`src/rtl/ps2_mouse_rx.sv`:
```
// PS/2 mouse receiver: synchronises and de-glitches the raw PS/2 lines,
// decodes 11-bit frames and assembles 3-byte mouse packets.
// mouseInfo = {packet counter, Y delta, X delta, status}.
// Optional macro PS2_PARITY_CHECK_EN: when defined, frames with bad (even)
// parity are rejected; otherwise the parity bit is captured but ignored.
module ps2_mouse_rx #(
    parameter int FILTER_LEN  = 8,
    parameter int TIMEOUT_CYC = 100000
) (
    input  logic        clk,
    input  logic        rst,
    input  logic        ps2_clk,
    input  logic        ps2_data,
    output logic [31:0] mouseInfo,
    output logic        pkt_valid,
    output logic        frame_err
);

    localparam int FCW = (FILTER_LEN > 1) ? $clog2(FILTER_LEN + 1) : 1;
    localparam int TCW = $clog2(TIMEOUT_CYC + 1);
    localparam logic [FCW-1:0] FILT_LAST = FCW'(FILTER_LEN - 1);
    localparam logic [TCW-1:0] TO_MAX    = TCW'(TIMEOUT_CYC);

    typedef enum logic [1:0] {
        IDLE  = 2'd0,
        SHIFT = 2'd1,
        CHECK = 2'd2
    } frame_state_t;

    logic           clk_meta;
    logic           clk_sync;
    logic           data_meta;
    logic           data_sync;

    logic [FCW-1:0] filt_cnt;
    logic           filt_level;
    logic           filt_flip;
    logic           filt_fall;

    logic [TCW-1:0] to_cnt;
    logic           to_expired;

    frame_state_t   state;
    logic [3:0]     bit_cnt;
    logic [9:0]     shift_reg;
    logic           frame_ok;

    logic [1:0]     byte_idx;
    logic [7:0]     byte0;
    logic [7:0]     byte1;
    logic           pkt_load;

    // Two-flop synchronisers for both raw lines; idle PS/2 lines are high.
    always_ff @(posedge clk or negedge rst) begin
        if (!rst) begin
            clk_meta  <= 1'b1;
            clk_sync  <= 1'b1;
            data_meta <= 1'b1;
            data_sync <= 1'b1;
        end else begin
            clk_meta  <= ps2_clk;
            clk_sync  <= clk_meta;
            data_meta <= ps2_data;
            data_sync <= data_meta;
        end
    end

    // The filtered level flips on the FILTER_LEN-th consecutive sample that
    // disagrees with it; any agreeing sample restarts the run.
    assign filt_flip = (clk_sync != filt_level) && (filt_cnt == FILT_LAST);
    assign filt_fall = filt_flip && filt_level;

    // Glitch filter on the synchronised PS/2 clock.
    always_ff @(posedge clk or negedge rst) begin
        if (!rst) begin
            filt_cnt   <= '0;
            filt_level <= 1'b1;
        end else if (clk_sync == filt_level) begin
            filt_cnt   <= '0;
        end else if (filt_flip) begin
            filt_cnt   <= '0;
            filt_level <= clk_sync;
        end else begin
            filt_cnt   <= filt_cnt + FCW'(1);
        end
    end

    // Idle counter: cleared by every filtered edge, saturates at TIMEOUT_CYC
    // so an expiry is only acted on once per quiet period.
    always_ff @(posedge clk or negedge rst) begin
        if (!rst) begin
            to_cnt <= '0;
        end else if (filt_flip) begin
            to_cnt <= '0;
        end else if (to_cnt != TO_MAX) begin
            to_cnt <= to_cnt + TCW'(1);
        end
    end

    assign to_expired = (to_cnt == TO_MAX) && !filt_flip;

    // After ten shifts shift_reg holds {stop, parity, data[7:0]}.
`ifdef PS2_PARITY_CHECK_EN
    assign frame_ok = shift_reg[9] && (^shift_reg[8:0]);
`else
    assign frame_ok = shift_reg[9];
`endif

    // Frame FSM, packet assembler and timeout handling share one register
    // block so that frame_err and pkt_valid each have a single driver and
    // their mutual exclusion is decided in one place.
    always_ff @(posedge clk or negedge rst) begin
        if (!rst) begin
            state     <= IDLE;
            bit_cnt   <= '0;
            shift_reg <= '0;
            byte_idx  <= '0;
            byte0     <= '0;
            byte1     <= '0;
            pkt_load  <= 1'b0;
            mouseInfo <= '0;
            pkt_valid <= 1'b0;
            frame_err <= 1'b0;
        end else begin
            pkt_valid <= 1'b0;
            frame_err <= 1'b0;
            pkt_load  <= 1'b0;

            // Third byte was accepted last cycle; it still sits in shift_reg
            // because shifting only happens in SHIFT.
            if (pkt_load) begin
                mouseInfo <= {mouseInfo[31:24] + 8'd1, shift_reg[7:0], byte1, byte0};
                pkt_valid <= 1'b1;
                byte_idx  <= '0;
            end

            case (state)
                IDLE: begin
                    if (filt_fall && !data_sync) begin
                        state   <= SHIFT;
                        bit_cnt <= '0;
                    end
                end

                SHIFT: begin
                    if (filt_fall) begin
                        shift_reg <= {data_sync, shift_reg[9:1]};
                        if (bit_cnt == 4'd9) begin
                            state <= CHECK;
                        end else begin
                            bit_cnt <= bit_cnt + 4'd1;
                        end
                    end
                end

                CHECK: begin
                    state <= IDLE;
                    if (!frame_ok) begin
                        frame_err <= 1'b1;
                        byte_idx  <= '0;
                    end else if ((byte_idx == 2'd0) && !shift_reg[3]) begin
                        frame_err <= 1'b1;
                    end else begin
                        case (byte_idx)
                            2'd0: begin
                                byte0    <= shift_reg[7:0];
                                byte_idx <= 2'd1;
                            end
                            2'd1: begin
                                byte1    <= shift_reg[7:0];
                                byte_idx <= 2'd2;
                            end
                            default: begin
                                pkt_load <= 1'b1;
                            end
                        endcase
                    end
                end

                default: begin
                    state <= IDLE;
                end
            endcase

            // Timeout is deferred while CHECK or a packet load is in flight;
            // the counter stays saturated so it is honoured right after.
            if (to_expired && (state != CHECK) && !pkt_load &&
                ((state != IDLE) || (byte_idx != 2'd0))) begin
                state     <= IDLE;
                byte_idx  <= '0;
                frame_err <= 1'b1;
            end
        end
    end

endmodule

```
`config.mk`:
```
export PLATFORM = sky130hd
export DESIGN_NAME = ps2_mouse_rx
export DESIGN_NICKNAME = d
export VERILOG_FILES = /design/src/rtl/ps2_mouse_rx.sv
export SDC_FILE = /design/constraint.sdc
export NUM_CORES = 1
export LEC_CHECK = 0
export BUFFER_PORTS_ARGS = -buffer_cell sky130_fd_sc_hd__clkbuf_2
export CAP_MARGIN = 20
export CORE_ASPECT_RATIO = 1.1
export CORE_MARGIN = 4
export CORE_UTILIZATION = 58
export CTS_CLUSTER_DIAMETER = 100
export CTS_CLUSTER_SIZE = 30
export DETAILED_ROUTE_END_ITERATION = 12
export PLACE_DENSITY = 0.78
export SYNTH_ARGS = -nofsm -noshare
export SYNTH_HDL_FRONTEND = slang
export SYNTH_SLANG_ARGS = --single-unit
export TNS_END_PERCENT = 10
```
`constraint.sdc`:
```
create_clock -name clk -period 2.4 [get_ports clk]
set_input_delay 0.48 -clock clk [delete_from_list [all_inputs] [get_ports clk]]
set_output_delay 0.48 -clock clk [all_outputs]
set_load 0.02 [all_outputs]
```
**Word level (Yosys, flattened, before mapping)**

Cells that the tools add are included.

- Flip-flop bits (word level): 95
- Output and inout port bits: 34
- Input port bits: 4

- Equal/unequal tests: 16
- Bitwise logic cells: 2
- Multiplexer cells: 28
- Reduce and logical (&&, ||, !) cells: 26
- $add $sub $neg: 4

Operators with widths:

| kind | number |
|---|---|
| 2-to-1 mux 17 bit | 2 |
| 2-to-1 mux 4 bit | 5 |
| 2-to-1 mux 2 bit | 9 |
| adder 17 x 1 -> 17 bit (second input constant) | 1 |
| equality test 17 bit (second input constant) | 1 |
| inequality test 17 bit (second input constant) | 1 |
| AND reduction 4 bit | 3 |
| 2-to-1 mux 1 bit | 9 |
| inequality test 3 bit (second input constant) | 3 |
| adder 4 x 1 -> 4 bit (second input constant) | 2 |
| adder 8 x 1 -> 8 bit (second input constant) | 1 |
| logical AND 1 bit | 8 |
| inequality test 2 bit (second input constant) | 4 |
| case mux 2 bit (2 select lines) | 2 |
| case mux 4 bit (2 select lines) | 1 |
| nonzero test 2 bit | 4 |
| equality test 2 x 1 -> 1 bit (second input constant) | 2 |
| equality test 4 x 3 -> 1 bit (second input constant) | 1 |
| equality test 4 bit (second input constant) | 1 |
| zero test 1 bit | 4 |
| zero test 2 bit | 2 |
| AND reduction 2 bit | 2 |
| AND reduction 3 bit | 1 |
| equality test 2 bit (second input constant) | 1 |
| other kinds (5) | 6 |

**Logic depth before layout (Yosys ltp)**

Gate-level depths: netlist (run 1).

- Word-level depth: 9
- Gate-level depth with buffers: 7

**Worst setup path after synthesis (run 1)**

No wires, ideal clock.

- Path type: register to register
- From: register filt_cnt[0]
- To: register byte_idx[1]
- Data required time: 2259 ps
- Buffers on the path: 2
- Data arrival time: 1747 ps
- Stages on the path, launching flop included: 8
- Path slack: 511 ps
- Cells stage by stage: dfrtp_1 -> ha_1 -> and3b_1 -> clkbuf_1 -> nor2b_1 -> clkbuf_1 -> nor4_1 -> nor2_1

- Longest elaborated chain between the ends: 8

RTL lines:

| what | line | RTL |
|---|---|---|
| start: declaration | 35 | `logic [FCW-1:0] filt_cnt;` |
| start signal: assignment | 84 | `filt_cnt <= filt_cnt + FCW'(1);` |
| equality test 4 x 3 -> 1 bit | 70 | `assign filt_flip = (clk_sync != filt_level) && (filt_cnt == FILT_LAST);` |
| logical AND 1 bit | 70 |  |
| zero test 1 bit | 100 | `assign to_expired = (to_cnt == TO_MAX) && !filt_flip;` |
| logical AND 1 bit | 100 |  |
| logical AND 1 bit (3 in a row) | 187 | `if (to_expired && (state != CHECK) && !pkt_load &&` |
| 2-to-1 mux 2 bit | 187 |  |
| end signal: assignment | 167 | `byte_idx <= 2'd1;` |
| end signal: assignment | 171 | `byte_idx <= 2'd2;` |
| end signal: assignment | 190 | `byte_idx <= '0;` |
| end: declaration | 48 | `logic [1:0] byte_idx;` |

No other way between the ends.
A chain may end at the register's enable or synchronous reset.

**Worst setup path after layout (run 1)**

- From: register filt_cnt[0]
- To: register shift_reg[6]

- Longest elaborated chain between the ends: 4

RTL lines:

| what | line | RTL |
|---|---|---|
| equality test 4 x 3 -> 1 bit | 70 |  |
| logical AND 1 bit | 70 |  |
| logical AND 1 bit | 71 | `assign filt_fall = filt_flip && filt_level;` |
| AND reduction 2 bit (no line) | -- |  |
| end signal: assignment | 147 | `shift_reg <= {data_sync, shift_reg[9:1]};` |
| end: declaration | 45 | `logic [9:0] shift_reg;` |

No other way between the ends.

==> results of run 1 <==
## logic make-up after synthesis
| group | Yosys count | synth area share, % |
|---|---|---|
| AND/OR/NAND/NOR | 93 | 13.4 |
| flip-flops | 95 | 60.1 |
| XOR/XNOR | 22 | 4.86 |
| multiplexers | 52 | 14.7 |
| adder cells (fa/ha/maj) | 6 | 1.89 |
| AO/OA/AOI/OAI | 21 | 3.44 |
| buffers and inverters | 16 | 1.58 |
## power by group through the flow
| stage | combinational, mW | clock [mW] | sequential [mW] |
|---|---|---|---|
| 3_5_place_dp | 0.331 | 0 | 1.85 |
| 5_1_grt | 0.386 | 1.09 | 1.84 |
| 6_report | 0.331 | 0.996 | 1.83 |
| 3_3_place_gp | 0.326 | 0 | 1.84 |
| 4_1_cts | 0.338 | 1.03 | 1.83 |
| 2_1_floorplan | 0.243 | 0 | 1.83 |
## placed cells by master, fill, tap and decap left out, types with 2 or more instances in the layout
master,n
a21oi_1,6
a22o_1,3
and2_1,2
and3_1,2
and3b_1,2
and4b_1,2
buf_4,6
clkbuf_2,36
clkbuf_8,9
dfrtp_1,90
dfstp_2,5
ha_1,6
inv_1,7
inv_6,3
inv_8,2
mux2_2,51
nand2_1,14
nand2b_1,3
nand3_1,10
nand3b_1,3
nand4_1,8
nor2_1,23
nor2b_1,4
nor3_1,3
nor3b_1,2
nor4_1,7
o21ai_0,5
or3_1,2
xnor2_1,14
xor2_1,8
## routing by layer
layer / GRT usage, % / wire, um / vias up
met5: 0 / 0 / -
met4: 8.18 / 117 / 0
met3: 3.66 / 199 / 12
met2: 29.1 / 3310 / 40
met1: 23.0 / 3050 / 1201
li1: - / - / 1169
## stage by stage
stage	cell area, um2	std cells
global route	4460	437
finish	4460	437
detailed placement	4280	421
floorplan	3960	305
global placement	4280	421
CTS	4460	437
## path summary, 6_finish.rpt
check | end | slack [ns] | cells past startpoint
max in group asynchronous | mouseInfo[28] | 1.69 | 2
worst min register to register | clk_sync | 0.37 | 0
worst min-delay path | bit_cnt[0] | 0.07 | 1
worst max register to register | shift_reg[6] | 0.42 | 5
worst max-delay path | shift_reg[6] | 0.42 | 5
min in group clk | clk_meta | 0.20 | 1
## cell usage after synthesis (all sizes together) (5+ instances only)
cell type and count:
dfrtp 90, mux2 51, nor2 23, nand2 14
xnor2 14, nand3 11, nand4 9, xor2 8
inv 7, nor4 7, a21oi 6, ha 6
buf 5, dfstp 5, o21ai 5
## worst max-delay path, cell delays in order, from the launching register on
cell,delay [ns]
dfrtp_1,0.41
ha_1,0.24
and3b_1,0.26
and2_1,0.19
nand2_1,0.37
mux2_2,0.40
## layout make-up
| class | instances | area [um2] |
|---|---|---|
| well taps | 82 | 103 |
| multi-input cells | 194 | 1520 |
| clock buffers | 10 | 128 |
| flip-flops and latches | 95 | 2380 |
| repair buffers | 43 | 245 |
| fillers | 475 | 2170 |
| inverters | 7 | 26.3 |
| clock inverters | 6 | 57.6 |
==> results.tsv, run 1 <==
metric	value	unit
io_buffer_count	37	
num_rows	31	
rsz0062_at_grt	no	
grtUsageTotal	17.9	%
finalHoldViolations	0	
clock_path_buffers	2	
totalPowerFinal	3.15	mW
io_pins	38	
p_sw_share	28.7	%
slew_headroom	58.0	%
final_max_slew_viol_count	0	
grt_pass1_wl	11400	um
initial_core_util	59.8	%
postSynthCellCount	305	
outcome	finished clean	
die_area	0.00822	mm2
dp.final_hpwl	4610	um
intPower	2.25	mW
syn_nets	315	
crit_type	flop to flop	
seq_power_share	57.9	%
drc	0	
fin_crit_sh	82.6	%
dpl_worst_slack	0.453	ns
num_vias	2422	
setup.worst_path.end_class	flop	
overflow	0	
synth_seq_cells	95	
holdWs	0.0711	ns
yosysTopAreaCellShare	56.8	%
setup_tns	0	ns
antenna_found_initial	0	
yosysTopAreaCell	dfrtp_1	
ys_warn_count	0	
htree_levels	3	
drt_wl_total	6680	um
diodes	0	
grt_pass1_vias	2436	
critical_path.max_fanout	11	
setup_slack	0.417	ns
clockRootBuffer	clkbuf_8	
clkTransAtPathRegs	0.09	ns
clk_latency	0.35	ns
layout.nets	360	
synth_area_leaders	dfrtp_1 (57%), mux2_2 (14%), dfstp_2 (3.3%)	
coreArea	0.00663	mm2
max_freq	0.504	GHz
die_h	94.7	um
synth_async_sr_flop_share	100	%
grt_max_degree	42	
first_pass_iters	4	
drt_iter0_drc	75	
ys.flop_type	dfrtp_1	
antenna_left	0	
cts_setup_buffers	0	
largest_reg_flops	32	
peakVddDrop	400	uV
power_leakage	2.24	nW
startpoint	filt_cnt[0]	
drive_above_1_share	34.1	%
startpoint_type	flop	
rr_startpoint	filt_cnt[0]	
syn_area	0.00396	mm2
cts_hold_buf	0	
areaGrowthSynthToFinish	12.5	%
wl_per_cell	15.3	um
die_w	86.8	um
hold_class	primary input to asynchronous set/reset pin	
tightest_slew	0.624	ns
synth.avg_cell_area	13.0	um2
synth_seq_area_share	60.1	%
fin_skew	0.0129	ns
cts-buffers-inserted	9	
place_congestion	0.802	
tritoncts	done	
cts.sinks	95	
vias_per_cell	5.54	
cp.required	2.63	ns
min_period	1.98	ns
synth-edff-count	0	
setup_viol	0	
p_sw	0.906	mW
critical_path_arrival	2.21	ns
max_cap_viol_count	0	
clockPowerShare	31.6	%
comb_power_share	10.5	%
ctsResizeCount	0	
post-route-util	67.3	%
p_per_area	707	mW/mm2
synthDistinctLibCells	42	
No activity file was read; power rests on OpenSTA's default activity.
==> run 2, diff against run 1 <==
==> constraint.sdc (replaced) <==
create_clock -name clk -period 1.9 [get_ports clk]
set_input_delay 0.38 -clock clk [delete_from_list [all_inputs] [get_ports clk]]
set_output_delay 0.38 -clock clk [all_outputs]
set_load 0.02 [all_outputs]
==> run 2 against run 1 <==
Power up 28%. Critical path depth up 1. Final cell count up 2.1%. Utilization up 1.4 points. Sequential cell count unchanged. Critical endpoint is now shift_reg[5]. Largest power group unchanged.
==> results.tsv, run 2 (synthesis gave the netlist of run 1 again) <==
metric	value	unit	change
outcome	finished clean		
met2_usage	30.5	%	+1.4 points
holdPathStages	1		
crit_type	flop to flop		
use_met1	24.8	%	+1.8 points
slowest_delay	0.41	ns	about the same
drt_iter0_drc	95		+27%
initial_core_util	59.8	%	unchanged
totalPowerFinal	4.04	mW	+28%
cts.sinks	95		unchanged
layout.nets	369		+2.5%
clock_path_buffers	2		unchanged
first_pass_iters	4		unchanged
max_freq	0.552	GHz	+9.5%
critical_path_arrival	2.05	ns	-0.16 ns
setup_tns	0	ns	unchanged
min_period	1.81	ns	-0.172 ns
fin_crit_sh	95.3	%	+13 points
r2r_setup_slack	0.09	ns	-0.33 ns
place_area	0.00435	mm2	+1.7%
place_congestion	0.814		+1.5%
htree_levels	3		unchanged
die_h	94.7	um	unchanged
tightest_slew	0.482	ns	-0.142 ns
busiest_layer	met2		
dp.final_hpwl	4710	um	+2.3%
hold_class	primary input to flop		
r2r_cells	6		+1
mostFrequentLayoutCells	dfrtp_1 (90), mux2_2 (51), clkbuf_2 (36)		
num_vias	2453		+1.3%
r2r-end	shift_reg[5]		
whs_endpoint	data_meta		
final_cell_area	0.00456	mm2	+2.1%
largest_reg_flops	32		unchanged
max_cap_viol_count	0		unchanged
clockRootBuffer	clkbuf_8		
cp_num_buf_inv	1		+1
fin_cells	446		+2.1%
io_pins	38		unchanged
drc	0		unchanged
fin_skew	0.0134	ns	+0.000528 ns
fillers	476		+0.21%
final_max_slew_viol_count	0		unchanged
mostFrequentLayoutCell	dfrtp_1		
io_buffer_count	37		unchanged
overflow	0		unchanged
antenna_left	0		unchanged
holdWs	0.0884	ns	+0.0173 ns
cp.required	2.14	ns	-0.49 ns
power_leakage	2.30	nW	+2.5%
slew_headroom	67.9	%	+9.8 points
wl_per_cell	15.3	um	+0.11%
drt_wl_total	6820	um	+2.2%
critical_path.max_fanout	11		unchanged
clkTransAtPathRegs	0.10	ns	about the same
path_cells	ha_1, and3b_1, and2_1, nand2_1, buf_12, mux2_2		
antenna_found_initial	0		unchanged
setup_viol	0		unchanged
grt_pass1_wl	12000	um	+5.7%
drive_above_1_share	35.7	%	+1.6 points
diodes	0		unchanged
rsz0062_at_grt	no		
finalHoldViolations	0		unchanged
grt_use_met3	3.49	%	-0.17 points
p_per_area	886	mW/mm2	+25%
dp.cells	429		+1.9%
startpoint_type	flop		
critPathTopFamily	simple AND/OR/NAND/NOR gates		
grtUsageTotal	18.8	%	+0.93 points
multi_input_area	0.00152	mm2	unchanged
setup.worst_path.end_class	flop		
clk_latency	0.36	ns	about the same
peakVddDrop	523	uV	+31%
min_from	ps2_data		
grt_max_degree	46		+9.5%
die_area	0.00822	mm2	unchanged
grt_pass1_vias	2552		+4.8%
tritoncts	done		
rr_startpoint	filt_cnt[0]		
num_rows	31		unchanged
cts-buffers-inserted	9		unchanged
coreArea	0.00663	mm2	unchanged
seq_area	0.00238	mm2	unchanged
vias_per_cell	5.50		-0.76%
areaGrowthSynthToFinish	14.9	%	
cp_slowest_cell	dfrtp_1		
die_w	86.8	um	unchanged
run 2: area by class of cell:
cell class              instances  share of cell area, %
flip-flops and latches         95                   52.3
multi-input cells             194                   33.3
repair buffers                 52                   7.20
clock buffers                  10                   3.02
well taps                      82                   2.25
clock inverters                 6                   1.32
inverters                       7                  0.577
run 2: per-stage QoR:
| stage | setup slack [ns] | util, % |
|---|---|---|
| 2_1_floorplan | 0.0114 | - |
| 3_3_place_gp | 0.165 | 65.6 |
| 3_5_place_dp | 0.119 | 65.6 |
| 4_1_cts | 0.0825 | 68.7 |
| 5_1_grt | 0.00610 | 68.7 |
| 6_report | 0.0896 | 68.7 |
run 2: how the worst max path moves through the flow:
stage                            from      endpoint  slack [ns]  cells after the start
after CTS                 filt_cnt[0]  shift_reg[8]        0.08                      6
after detailed placement  filt_cnt[0]  shift_reg[8]        0.12                      6
after global routing      filt_cnt[0]  shift_reg[5]       0.006                      6
final                     filt_cnt[0]  shift_reg[5]        0.09                      6
after global placement    filt_cnt[0]  shift_reg[2]        0.17                      6
after floorplan           filt_cnt[0]   byte_idx[1]        0.01                      7
run 2: routing by layer:
| layer | vias to the layer above | routed length [um] |
|---|---|---|
| met5 | - | 0 |
| met4 | 0 | 102 |
| met3 | 8 | 177 |
| met2 | 27 | 3360 |
| met1 | 1239 | 3180 |
| li1 | 1179 | - |
run 2: report_power, final:
part,switching (mW),total [mW],internal [mW]
clock network,0.759,1.31,0.549
logic,0.232,0.420,0.188
registers,0.164,2.31,2.15
run 2: repair_timing:
action,in CTS,in global routing
hold buffers,1,0
resized for setup,0,0
hold endpoints to repair,25,0
setup buffers,0,0
